==> src/rtl/mem_access_ctrl.sv <==
// mem_access_ctrl
//   MEM-stage load/store controller in front of a byte-addressed DataMemory.
//   It accepts one request at a time and checks its alignment. It then does
//   a single-cycle memory access, extends the load data, and holds the
//   response until the consumer takes it.
//
// Ports
//   clk, reset                 clock, asynchronous active-high reset
//   req_valid / req_ready      request handshake (ready only in IDLE)
//   req_load, req_size,        request attributes: 1=load/0=store,
//   req_signed, req_addr,      00 byte / 01 half / 10 word / 11 reserved,
//   req_wdata                  sign-extend loads, byte address, store data
//   resp_valid / resp_ready    response handshake
//   resp_data, resp_fault      extended load data (0 for stores/faults), fault
//   mem_A, mem_DI, mem_Size,   DataMemory address, write data, access size,
//   mem_RW, mem_E, mem_DO      write direction, write enable, read data
module mem_access_ctrl (
    input  logic        clk,
    input  logic        reset,
    input  logic        req_valid,
    output logic        req_ready,
    input  logic        req_load,
    input  logic [1:0]  req_size,
    input  logic        req_signed,
    input  logic [7:0]  req_addr,
    input  logic [31:0] req_wdata,
    output logic        resp_valid,
    input  logic        resp_ready,
    output logic [31:0] resp_data,
    output logic        resp_fault,
    output logic [7:0]  mem_A,
    output logic [31:0] mem_DI,
    output logic [1:0]  mem_Size,
    output logic        mem_RW,
    output logic        mem_E,
    input  logic [31:0] mem_DO
);

    typedef enum logic [1:0] {
        IDLE   = 2'b00,
        ACCESS = 2'b01,
        RESP   = 2'b10
    } state_t;

    state_t      state, state_next;

    logic        load_r;
    logic [1:0]  size_r;
    logic        signed_r;
    logic [7:0]  addr_r;
    logic [31:0] wdata_r;
    logic        fault_r;
    logic [31:0] data_r;

    logic        fault_in;
    logic [31:0] ext_data;
    logic        accept;

    // Alignment check on the incoming request; size 11 is always a fault.
    always_comb begin
        fault_in = 1'b0;
        case (req_size)
            2'b00:   fault_in = 1'b0;
            2'b01:   fault_in = req_addr[0];
            2'b10:   fault_in = |req_addr[1:0];
            default: fault_in = 1'b1;
        endcase
    end

    // Load data extension; words pass through regardless of signedness.
    always_comb begin
        ext_data = mem_DO;
        case (size_r)
            2'b00:   ext_data = {{24{signed_r & mem_DO[7]}}, mem_DO[7:0]};
            2'b01:   ext_data = {{16{signed_r & mem_DO[15]}}, mem_DO[15:0]};
            default: ext_data = mem_DO;
        endcase
    end

    assign accept = (state == IDLE) && req_valid;

    always_ff @(posedge clk or posedge reset) begin
        if (reset) begin
            state <= IDLE;
        end else begin
            state <= state_next;
        end
    end

    always_comb begin
        state_next = state;
        case (state)
            IDLE: begin
                if (req_valid) begin
                    state_next = fault_in ? RESP : ACCESS;
                end
            end
            ACCESS: state_next = RESP;
            RESP: begin
                if (resp_ready) begin
                    state_next = IDLE;
                end
            end
            default: state_next = IDLE;
        endcase
    end

    // Request capture; data_r is cleared on capture so stores and faults
    // respond with zero, and only a load in ACCESS overwrites it.
    always_ff @(posedge clk or posedge reset) begin
        if (reset) begin
            load_r   <= 1'b0;
            size_r   <= '0;
            signed_r <= 1'b0;
            addr_r   <= '0;
            wdata_r  <= '0;
            fault_r  <= 1'b0;
            data_r   <= '0;
        end else if (accept) begin
            load_r   <= req_load;
            size_r   <= req_size;
            signed_r <= req_signed;
            addr_r   <= req_addr;
            wdata_r  <= req_wdata;
            fault_r  <= fault_in;
            data_r   <= '0;
        end else if (state == ACCESS && load_r) begin
            data_r   <= ext_data;
        end
    end

    // Write strobes decode straight from the state register, so an
    // asynchronous reset removes them without waiting for a clock edge.
    assign mem_E      = (state == ACCESS) && !load_r;
    assign mem_RW     = (state == ACCESS) && !load_r;
    assign mem_A      = addr_r;
    assign mem_Size   = size_r;
    assign mem_DI     = wdata_r;

    assign req_ready  = (state == IDLE);
    assign resp_valid = (state == RESP);
    assign resp_data  = data_r;
    assign resp_fault = fault_r;

endmodule

==> config.mk <==
export PLATFORM = sky130hd
export DESIGN_NAME = mem_access_ctrl
export DESIGN_NICKNAME = d
export VERILOG_FILES = /design/src/rtl/mem_access_ctrl.sv
export SDC_FILE = /design/constraint.sdc
export NUM_CORES = 1
export LEC_CHECK = 0
export BUFFER_PORTS_ARGS = -buffer_cell sky130_fd_sc_hd__buf_2
export CORE_MARGIN = 10
export CORE_UTILIZATION = 46
export CTS_CLUSTER_DIAMETER = 200
export DETAILED_ROUTE_END_ITERATION = 8
export GPL_TIMING_DRIVEN = 0
export PLACE_DENSITY = 0.8
export SYNTH_ARGS = -nofsm -noshare
export SYNTH_HDL_FRONTEND = slang
export SYNTH_SLANG_ARGS = --single-unit
==> constraint.sdc <==
create_clock -name clk -period 3.4 [get_ports clk]
set_input_delay 1.02 -clock clk [delete_from_list [all_inputs] [get_ports clk]]
set_output_delay 1.02 -clock clk [all_outputs]
set_load 0.01 [all_outputs]
[After elaboration in Yosys (flattened, before gate mapping)]
Index checks and enable logic that the tools add are counted.
Operators by class
  reduce and logical (&&, ||, !) cells: 10
  muxes and demuxes: 8
  bitwise operators: 2
  eq/ne operators: 7
Operators by type and width (count)
  two-way mux 32 bit: 2
  one-hot mux 32 bit (2 select lines): 1
  equality test 2 x 1 -> 1 bit, second input constant: 3
  logical NOT 2 bit: 3
  two-way mux 2 bit: 3
  one-hot mux 2 bit (3 select lines): 1
  equality test 2 bit, second input constant: 2
  logical AND 1 bit: 3
  one-hot mux 1 bit (3 select lines): 1
  bitwise AND 1 bit: 2
  != test 2 x 1 -> 1 bit, second input constant: 1
  != test 2 bit, second input constant: 1
  AND reduction 2 bit: 1
  nonzero test 2 bit: 1
  OR reduction 2 bit: 1
  logical NOT 1 bit: 1
Word-level totals
  input bits: 80
  register bits: 79
  word-level logic and storage cells: 35
  output and inout port bits: 79

[Logic depth before layout (Yosys ltp)]
Gate-level depths: netlist (run 1).
  word-level depth: 5
  gate-level depth with buffers: 5
  mapped depth without buffers: 3

[Worst setup path after synthesis (run 1)]
OpenSTA, ideal clock, no wires.
  path type: register to output
  start point: register state[1]
  end point: output port mem_RW
  cell stages (with the launch flop): 3
  required time: 2.380 ns
  arrival: 1.036 ns
  path buffers: 1
  slack: 1.344 ns
  cell sequence: dfrtp_1 -> nor3b_1 -> buf_4
On the way
  longest elaborated chain between the ends: 2
RTL lines
  start: declaration: line 45  | state_t state, state_next;
  start signal: assignment: line 86  | state <= state_next;
  equality test 2 x 1 -> 1 bit
  logical AND 1 bit
  end: declaration: line 34  | output logic mem_RW,
No other way between the ends.

[Final worst setup path (run 1)]
  start point: register state[0]
  end point: output port mem_RW
On the way
  longest elaborated chain between the ends: 2
RTL lines
  equality test 2 x 1 -> 1 bit: line 135  | assign mem_RW = (state == ACCESS) && !load_r;
  logical AND 1 bit: line 135
No other way between the ends.

==> results of run 1 <==
synth_stat cells:
master,n
dfrtp_1,79
o21ai_0,9
nor2b_1,2
nand4bb_1,1
and3b_1,1
a22o_1,16
nor3b_4,1
mux2_2,46
buf_6,10
o31a_1,1
buf_4,1
inv_1,1
a21oi_1,1
buf_2,3
a21o_1,1
nor2_4,1
a32o_1,16
or2b_1,3
nor3_1,1
nor2_1,2
nor3b_1,2
nand2b_1,13
nand2_1,8
clkbuf_1,4
power by group through the flow:
stage	combinational, W	sequential, W	clock (W)
final	0.00151	0.00153	0.000681
after global placement	0.00150	0.00153	0
after detailed placement	0.00155	0.00155	0
after CTS	0.00155	0.00154	0.000702
after global routing	0.00165	0.00159	0.000745
after floorplan	0.000733	0.00171	0
path summary, 6_finish.rpt:
kind / startpoint / endpoint / depth (start not counted)
worst max-delay path: state[0] / mem_RW / 3
worst min register to register: resp_data[25] / resp_data[25] / 1
worst min-delay path: resp_data[25] / resp_data[25] / 1
max in group asynchronous: reset / resp_data[15] / 3
worst max register to register: state[1] / mem_DI[29] / 4
min in group asynchronous: reset / mem_DI[9] / 2
layer usage:
layer / GRT usage / vias up / wire length (um)
li1: - / 1154 / -
met4: 0.05765 / 0 / 129
met1: 0.1727 / 1204 / 3350
met2: 0.2626 / 109 / 4282
met5: 0 / - / 0
met3: 0.08364 / 10 / 972
area by class of cell:
type                       count  share of cell area
timing repair buffer         159              0.1855
buffer                        18             0.03435
clock buffer                  12             0.03550
tap                           96             0.02748
clock inverter                 3            0.009734
sequential                    79              0.4523
inverter                       1            0.001431
multi-input combinational    125              0.2536
registers in the layout, summed over array words and instances (netlist names):
| register | count |
|---|---|
| resp_fault | 1 |
| signed_r | 1 |
| load_r | 1 |
| state | 2 |
| mem_DI | 32 |
| mem_Size | 2 |
| mem_A | 8 |
| resp_data | 32 |
worst reg2reg max path, cell delays in order, from the launching register on:
cell	delay [ps]
dfrtp_1	470
nor3b_4	300
buf_6	210
buf_6	170
mux2_2	350
logic make-up (layout without fill, tap and decap cells):
kind of cell    count (synthesis)  count (layout)
compound gates                 44              44
buf+inv                        19             193
flops                          79              79
mux                            46              46
simple gates                   35              35
metrics by stage:
step	instances	util	area (um^2)
after CTS	493	0.6397	4370
final	493	0.6397	4370
after detailed placement	478	0.6108	4173
after global routing	493	0.6397	4370
after global placement	477	0.6075	4150
after floorplan	223	-	3239
==> run_results.csv, run 1 <==
group,metric,value,unit
outcome,outcome,"completed",
setup_path,regToRegSetupSlack,1800,ps
place,post-place-ws,1170,ps
sta,rsz0062_at_grt,"no",
logic_synthesis,synth_compound_area_frac,0.1132,
logic_synthesis,synth.mux.area_fraction,0.1599,
power_and_ir_drop,leakage,2.253,nW
sta,final.min_clock_period,2391,ps
logic_synthesis,syn_inst,223,
logic_synthesis,syn_nets,303,
power_and_ir_drop,switching_share,0.3425,
clocking,clockBufferDepth,2,
cells_and_area,num-fill-cells,556,
cells_and_area,layout.nets,473,
clocking,h-tree-depth,3,
sta,tightest_slew,487.6,ps
global_routing,antenna_found_initial,0,
global_routing,grt_pass1_wl,14030,um
sta,max_freq,0.4182,GHz
logic_synthesis,synthesis.area_per_instance,14.53,um^2
routing,final_antenna_net_count,0,
global_routing,grt_pass1_vias,2750,
sta,drv_slew,0,
setup_path,slowest_stage,"dfrtp_1",
setup_path,required,2380,ps
logic_synthesis,yosys.area_share.simple,0.06914,
power_and_ir_drop,ir_drop,0.4385,mV
logic_synthesis,synth.area.top_cells,"dfrtp_1 (61%), mux2_2 (16%), a32o_1 (4.9%)",
clocking,clock_latency,330,ps
setup_path,crit_family,"flip-flops",
sta,slew_headroom,0.6749,
setup_path,critPathCaptureType,"output port",
logic_synthesis,synth-seq-cells,79,
sta,hold_viol,0,
floorplan,core_area,0.006832,mm^2
logic_synthesis,synth_top_cell_by_area,"dfrtp_1",
power_and_ir_drop,p_seq_frac,0.412,
logic_synthesis,synth_fa_ha_area_frac,0,
clocking,cts_resized,0,
sta,fin_crit_sh,0.7032,
clocking,numCtsBuffers,9,
place,hpwlAfterDp,6947,um
place,place_congestion,0.7081,
sta,fin_ws,1009,ps
cells_and_area,drive_above_1_share,0.5945,
clocking,cts_tree,"built",
power_and_ir_drop,power.switching,0.001276,W
floorplan,dieArea,0.01080,mm^2
global_routing,grt-ovfl-total,0,
power_and_ir_drop,power.density,852.7,mW/mm^2
floorplan,ios,159,
min_path,min_path_type,"flip-flop to flip-flop",
setup_path,slowest_delay,480,ps
setup_path,critPathMaxFanout,7,
routing,drt-wirelength-per-cell,17.72,um
setup_path,arrival,1370,ps
setup_path,cp.buffers_inverters,2,
routing,drt_iter0_drc,40,
place,numPortBuffers,158,
logic_synthesis,netlist.area_leader.share,0.6103,
floorplan,die_w,103.9,um
logic_synthesis,synth_cell_types,24,
global_routing,globalRouteTotalUtil,0.1602,
clocking,ctsHoldBuffers,0,
flow_run,cap_violations,0,
routing,drt-total-wl,8734,um
clocking,numClockSinks,79,
routing,drcViolationCount,0,
cells_and_area,seq_area,0.001977,mm^2
cells_and_area,multi_input_area,0.001109,mm^2
routing,first_pass_iters,4,
sta,fin_hold_ws,487.4,ps
routing,via_count,2477,
clocking,cts_setup_buffers,0,
cells_and_area,diodes,0,
setup_path,cp_cell_sequence,"nor3b_1 -> buf_4 -> buf_2",
setup_path,start_kind,"flip-flop",
logic_synthesis,syn-cell-area,0.003239,mm^2
clocking,clk_pin_slew,80,ps
logic_synthesis,synth_seq_area_share,0.6103,
floorplan,start_util,0.4742,
routing,via_per_inst,5.024,
sta,setup_viol,0,
sta,clock_skew,8.912,ps
logic_synthesis,synth_xor_area_frac,0,
logic_synthesis,yosysWarningCount,0,
logic_synthesis,synth_top_family_by_area,"multiplexers",
power_and_ir_drop,power.total,0.003727,W
power_and_ir_drop,pwr-share-clk,0.183,
floorplan,rows,30,
cells_and_area,mostFrequentLayoutCells,"buf_2 (161), dfrtp_1 (79), mux2_2 (46), a22o_1 (16), a32o_1 (16)",
floorplan,die_h,103.9,um
power_and_ir_drop,pwr-share-comb,0.406,
sta,setup_tns,0,ps
setup_path,critical_path_class,"flip-flop to output port",
clocking,cts-root-buf,"clkbuf_8",
cells_and_area,final_common_cell,"buf_2",
power_and_ir_drop,p_int,0.002450,W
global_routing,grt_max_degree,42,
cells_and_area,area_delta_synth_final,34.92,%
Power figures use the tool's default switching activity.
==> run 2, diff against run 1 <==
==> constraint.sdc (replaced) <==
create_clock -name clk -period 2.4 [get_ports clk]
set_input_delay 0.72 -clock clk [delete_from_list [all_inputs] [get_ports clk]]
set_output_delay 0.72 -clock clk [all_outputs]
set_load 0.01 [all_outputs]
==> run 2 against run 1 <==
  * First-iteration DRC count shrank 7.5%
  * Largest power group unchanged
  * Count of clock-buffer cells in the layout shrank 1
  * Worst hold slack lost 160 ps
==> run_results.csv, run 2 (synthesis results as in run 1) <==
group,metric,value,unit
clocking,clock_latency,340,ps
min_path,min_path_type,"primary input to asynchronous set/reset pin",
flow_run,cap_violations,0,
global_routing,grt_pass1_vias,2838,
routing,drt_iter0_drc,37,
cells_and_area,drive_above_1_share,0.5990,
global_routing,globalRouteTotalUtil,0.1624,
sta,drv_slew,0,
cells_and_area,area_delta_synth_final,36.62,%
clocking,cts_resized,0,
clocking,ctsHoldBuffers,0,
routing,via_per_inst,4.933,
routing,via_count,2442,
floorplan,core_area,0.006832,mm^2
sta,setup_viol,0,
clocking,clk_pin_slew,80,ps
setup_path,slowest_stage,"dfrtp_1",
setup_path,critical_path_class,"flip-flop to output port",
routing,drcViolationCount,0,
clocking,cts_setup_buffers,0,
setup_path,critPathCaptureType,"output port",
floorplan,die_h,103.9,um
sta,clock_skew,9.993,ps
sta,fin_crit_sh,0.8923,
power_and_ir_drop,power.density,1228,mW/mm^2
routing,first_pass_iters,4,
clocking,numCtsBuffers,9,
clocking,h-tree-depth,3,
setup_path,critPathMaxFanout,7,
place,place_congestion,0.7033,
clocking,clockBufferDepth,2,
global_routing,grt_max_degree,38,
clocking,numClockSinks,79,
sta,fin_hold_ws,322.7,ps
clocking,cts_tree,"built",
sta,rsz0062_at_grt,"no",
clocking,cts-root-buf,"clkbuf_8",
floorplan,ios,159,
sta,final.min_clock_period,2142,ps
cells_and_area,layout.nets,474,
cells_and_area,final_common_cell,"buf_2",
floorplan,dieArea,0.01080,mm^2
global_routing,grt_pass1_wl,14260,um
outcome,outcome,"completed",
cells_and_area,mostFrequentLayoutCells,"buf_2 (161), dfrtp_1 (79), mux2_2 (46), a22o_1 (16), a32o_1 (16)",
routing,final_antenna_net_count,0,
floorplan,die_w,103.9,um
sta,max_freq,0.4669,GHz
routing,drt-wirelength-per-cell,17.78,um
sta,slew_headroom,0.6936,
global_routing,antenna_found_initial,0,
place,numPortBuffers,158,
global_routing,grt-ovfl-total,0,
power_and_ir_drop,leakage,2.271,nW
setup_path,required,1680,ps
setup_path,start_kind,"flip-flop",
place,hpwlAfterDp,7006,um
cells_and_area,diodes,0,
sta,tightest_slew,459.5,ps
floorplan,start_util,0.4742,
setup_path,cp_cell_sequence,"nor3b_1 -> buf_4 -> buf_2",
routing,drt-total-wl,8803,um
power_and_ir_drop,ir_drop,0.6559,mV
cells_and_area,num-fill-cells,537,
sta,hold_viol,0,
setup_path,slowest_delay,480,ps
setup_path,arrival,1420,ps
floorplan,rows,30,
sta,setup_tns,0,ps
-- run 2: worst max-delay path, delay by kind of cell (launching register included) --
kind | cells | cell delay, ps
buffers and inverters | 2 | 280
flip-flops | 1 | 480
AND/OR/NAND/NOR | 1 | 320
-- run 2: path summary, 6_finish.rpt --
check | from | end | slack [ps] | cells past startpoint
min in group clk | resp_data[26] | resp_data[26] | 490 | 1
setup / recovery | state[0] | mem_RW | 260 | 3
setup reg to reg | mem_Size[1] | resp_data[23] | 810 | 3
max in group asynchronous | reset | resp_data[23] | 1600 | 3
hold / removal | reset | mem_DI[11] | 320 | 2
hold reg to reg | resp_data[26] | resp_data[26] | 490 | 1
-- run 2: through the flow --
step	instance area [um^2]	setup slack, ps	utilization	std cells	power [W]
floorplan	3243	644.0	-	223	0.003460
global route	4425	140.2	0.6478	495	0.005795
global placement	4154	263.8	0.6081	477	0.004291
CTS	4425	233.9	0.6478	495	0.005517
detailed placement	4194	472.5	0.6139	479	0.004393
finish	4425	258.4	0.6478	495	0.005435
-- run 2: layout make-up --
cell class	instances	area, um^2	share of cell area
buffer	18	150.1	0.03393
clock buffer	11	151.4	0.03421
clock inverter	5	80.08	0.01809
inverter	1	7.507	0.001696
multi-input combinational	125	1109	0.2505
sequential	79	1977	0.4467
tap	96	120.1	0.02714
timing repair buffer	160	830.8	0.1877
-- run 2: report_power, final --
group	switching, W	leakage, nW	internal (W)	total [W]
logic	0.00107	1.17	0.00108	0.00215
clock network	0.000468	0.112	0.000641	0.00111
registers	0.000309	0.992	0.00187	0.00217
total	0.00185	2.27	0.00358	0.00543
-- run 2: per-layer routing --
metal | global-route usage | wire length, um | up-vias | part of all wire
met3 | 0.08302 | 953 | 13 | 0.11
met5 | 0 | 0 | - | 0
met1 | 0.1727 | 3451 | 1174 | 0.39
met4 | 0.05765 | 153 | 0 | 0.017
met2 | 0.2707 | 4244 | 103 | 0.48
li1 | - | - | 1152 | -
==> run 3, diff against run 2 <==
--- a/config.mk
+++ b/config.mk
@@ -7,11 +7,13 @@
 export LEC_CHECK = 0
 export BUFFER_PORTS_ARGS = -buffer_cell sky130_fd_sc_hd__buf_2
 export CORE_MARGIN = 10
-export CORE_UTILIZATION = 46
+export CORE_UTILIZATION = 47
+export CTS_BUF_LIST = sky130_fd_sc_hd__clkbuf_8
 export CTS_CLUSTER_DIAMETER = 200
 export DETAILED_ROUTE_END_ITERATION = 8
 export GPL_TIMING_DRIVEN = 0
-export PLACE_DENSITY = 0.8
+export HOLD_SLACK_MARGIN = 0.15
+export PLACE_DENSITY = 0.82
 export SYNTH_ARGS = -nofsm -noshare
 export SYNTH_HDL_FRONTEND = slang
 export SYNTH_SLANG_ARGS = --single-unit
==> run 3 against run 2 <==
  * Combinational power about the same
  * Clock skew about the same
  * Maximum frequency down 0.84%
  * Global-route usage up 0.12 points
  * Sequential share of layout area up 0.76 points
  * Sequential cell count unchanged
  * Non-clock buffer count down 1
  * Sequential power about the same
  * Via count up 0.57%
  * Critical path type unchanged
  * Cell area down 1.7%
  * Clock power down 13%
==> run_results.csv, run 3 (synthesis results as in run 1) <==
group,metric,value,unit
min_path,hold_end,"resp_data[18]",
floorplan,ios,159,
clocking,clock_latency,340,ps
place,hpwlAfterDp,6807,um
cells_and_area,area_delta_synth_final,34.34,%
setup_path,crit_family,"flip-flops",
floorplan,start_util,0.4794,
setup_path,rr_startpoint,"state[1]",
min_path,hold_path_depth,1,
routing,drt-wirelength-per-cell,18.00,um
sta,fin_crit_sh,0.8999,
floorplan,rows,30,
sta,max_freq,0.4630,GHz
clocking,numCtsBuffers,9,
clocking,cts-root-buf,"clkbuf_8",
routing,first_pass_iters,4,
global_routing,grt_max_degree,42,
sta,hold_viol,0,
cells_and_area,final_area,0.004352,mm^2
setup_path,required,1680,ps
place,place_congestion,0.7520,
global_routing,grt-ovfl-total,0,
routing,drcViolationCount,0,
min_path,min-delay-start,"resp_data[18]",
sta,setup_viol,0,
floorplan,die_h,103.0,um
floorplan,dieArea,0.01061,mm^2
setup_path,critPathMaxFanout,7,
clocking,h-tree-depth,3,
min_path,min_path_type,"flip-flop to flip-flop",
setup_path,ff2ff_path_depth,4,
outcome,outcome,"completed",
setup_path,start_kind,"flip-flop",
cells_and_area,layoutNonFillerInstCount,478,
setup_path,regToRegSetupSlack,820,ps
power_and_ir_drop,leakage,2.244,nW
sta,setup_tns,0,ps
place,dp.cells,462,
sta,final.min_clock_period,2160,ps
floorplan,core_area,0.006756,mm^2
power_and_ir_drop,ir_drop,0.6733,mV
global_routing,grt_pass1_vias,2793,
cells_and_area,mostFrequentLayoutCells,"buf_2 (161), dfrtp_1 (79), mux2_2 (46), a22o_1 (16), a32o_1 (16)",
setup_path,cp.buffers_inverters,2,
sta,rsz0062_at_grt,"no",
setup_path,r2r-end,"mem_A[1]",
setup_path,critical_path_class,"flip-flop to output port",
clocking,clk_pin_slew,80,ps
place,numPortBuffers,158,
clocking,cts_resized,0,
cells_and_area,drive_above_1_share,0.5955,
flow_run,cap_violations,0,
setup_path,slowest_delay,480,ps
global_routing,globalRouteTotalUtil,0.1636,
setup_path,cp_cell_sequence,"nor3b_1 -> buf_4 -> buf_2",
setup_path,slowest_stage,"dfrtp_1",
sta,slew_headroom,0.4263,
place,place_area,0.004154,mm^2
routing,via_per_inst,5.138,
clocking,cts_setup_buffers,0,
cells_and_area,layout.nets,473,
routing,via_count,2456,
clocking,ctsHoldBuffers,0,
cells_and_area,final_common_cell,"buf_2",
routing,drt-total-wl,8604,um
floorplan,die_w,103.0,um
clocking,cts_tree,"built",
global_routing,antenna_found_initial,0,
setup_path,critPathCaptureType,"output port",
power_and_ir_drop,power.density,1211,mW/mm^2
routing,drt_iter0_drc,48,
routing,final_antenna_net_count,0,
setup_path,arrival,1440,ps
clocking,numClockSinks,79,
sta,drv_slew,0,
global_routing,grt_pass1_wl,13580,um
cells_and_area,diodes,0,
sta,clock_skew,10.43,ps
clocking,clockBufferDepth,2,
sta,tightest_slew,858.7,ps
==> run 3: cell count changes in the layout (fill, tap and decap cells not counted) <==
| cell | previous run | this run |
|---|---|---|
| clkbuf_8 | 11 | 9 |
| buf_12 | 2 | 1 |
| bufinv_16 | 2 | 1 |
| clkinv_2 | 1 | 0 |
| clkinv_4 | 0 | 1 |
| clkinvlp_4 | 3 | 4 |
| inv_1 | 0 | 1 |
| inv_6 | 0 | 1 |
==> run 3: final cells by class <==
type | count | area, um^2
fillers | 529 | 2405
repair buffers | 159 | 810.8
flip-flops and latches | 79 | 1977
clock buffers | 9 | 123.9
plain buffers | 18 | 150.1
well taps | 80 | 100.1
multi-input cells | 125 | 1109
inverters | 1 | 7.507
clock inverters | 7 | 73.82
==> run 3: metal layers <==
layer / up-vias / track usage / share of wire
met5: - / 0 / 0
li1: 1159 / - / -
met4: 0 / 0.06417 / 0.016
met3: 12 / 0.07105 / 0.10
met1: 1187 / 0.1834 / 0.39
met2: 98 / 0.2686 / 0.49
==> run 3: worst max path at each step <==
stage | from | to | slack [ps] | cells after the start
floorplan | state[1] | mem_RW | 640 | 2
global placement | reset | resp_data[28] | 280 | 2
detailed placement | req_valid | resp_fault | 480 | 5
CTS | state[0] | mem_RW | 210 | 3
global route | state[0] | mem_RW | 150 | 3
finish | state[0] | mem_RW | 240 | 3
==> run 3: where the power goes <==
part	switching, W	total, W	internal [W]
Clock	0.000490	0.000971	0.000482
Sequential	0.000310	0.00217	0.00186
Combinational	0.00105	0.00212	0.00107
Total	0.00185	0.00527	0.00342
==> run 3: metrics by stage <==
stage / hold slack (ps) / setup slack, ps / total power, W / utilization
6_report: 489.3 / 240.3 / 0.005269 / 0.6441
3_5_place_dp: 476.6 / 481.7 / 0.004374 / 0.6148
5_1_grt: 518.0 / 151.9 / 0.005639 / 0.6441
2_1_floorplan: 497.1 / 644.0 / 0.003460 / -
4_1_cts: 494.3 / 208.5 / 0.005348 / 0.6441
3_3_place_gp: 469.5 / 275.2 / 0.004282 / 0.6119
==> run 3: worst register-to-register path: stages (launching register included) <==
cell,delay [ps]
dfrtp_1,470
nor3b_4,300
buf_6,200
buf_6,160
mux2_2,340
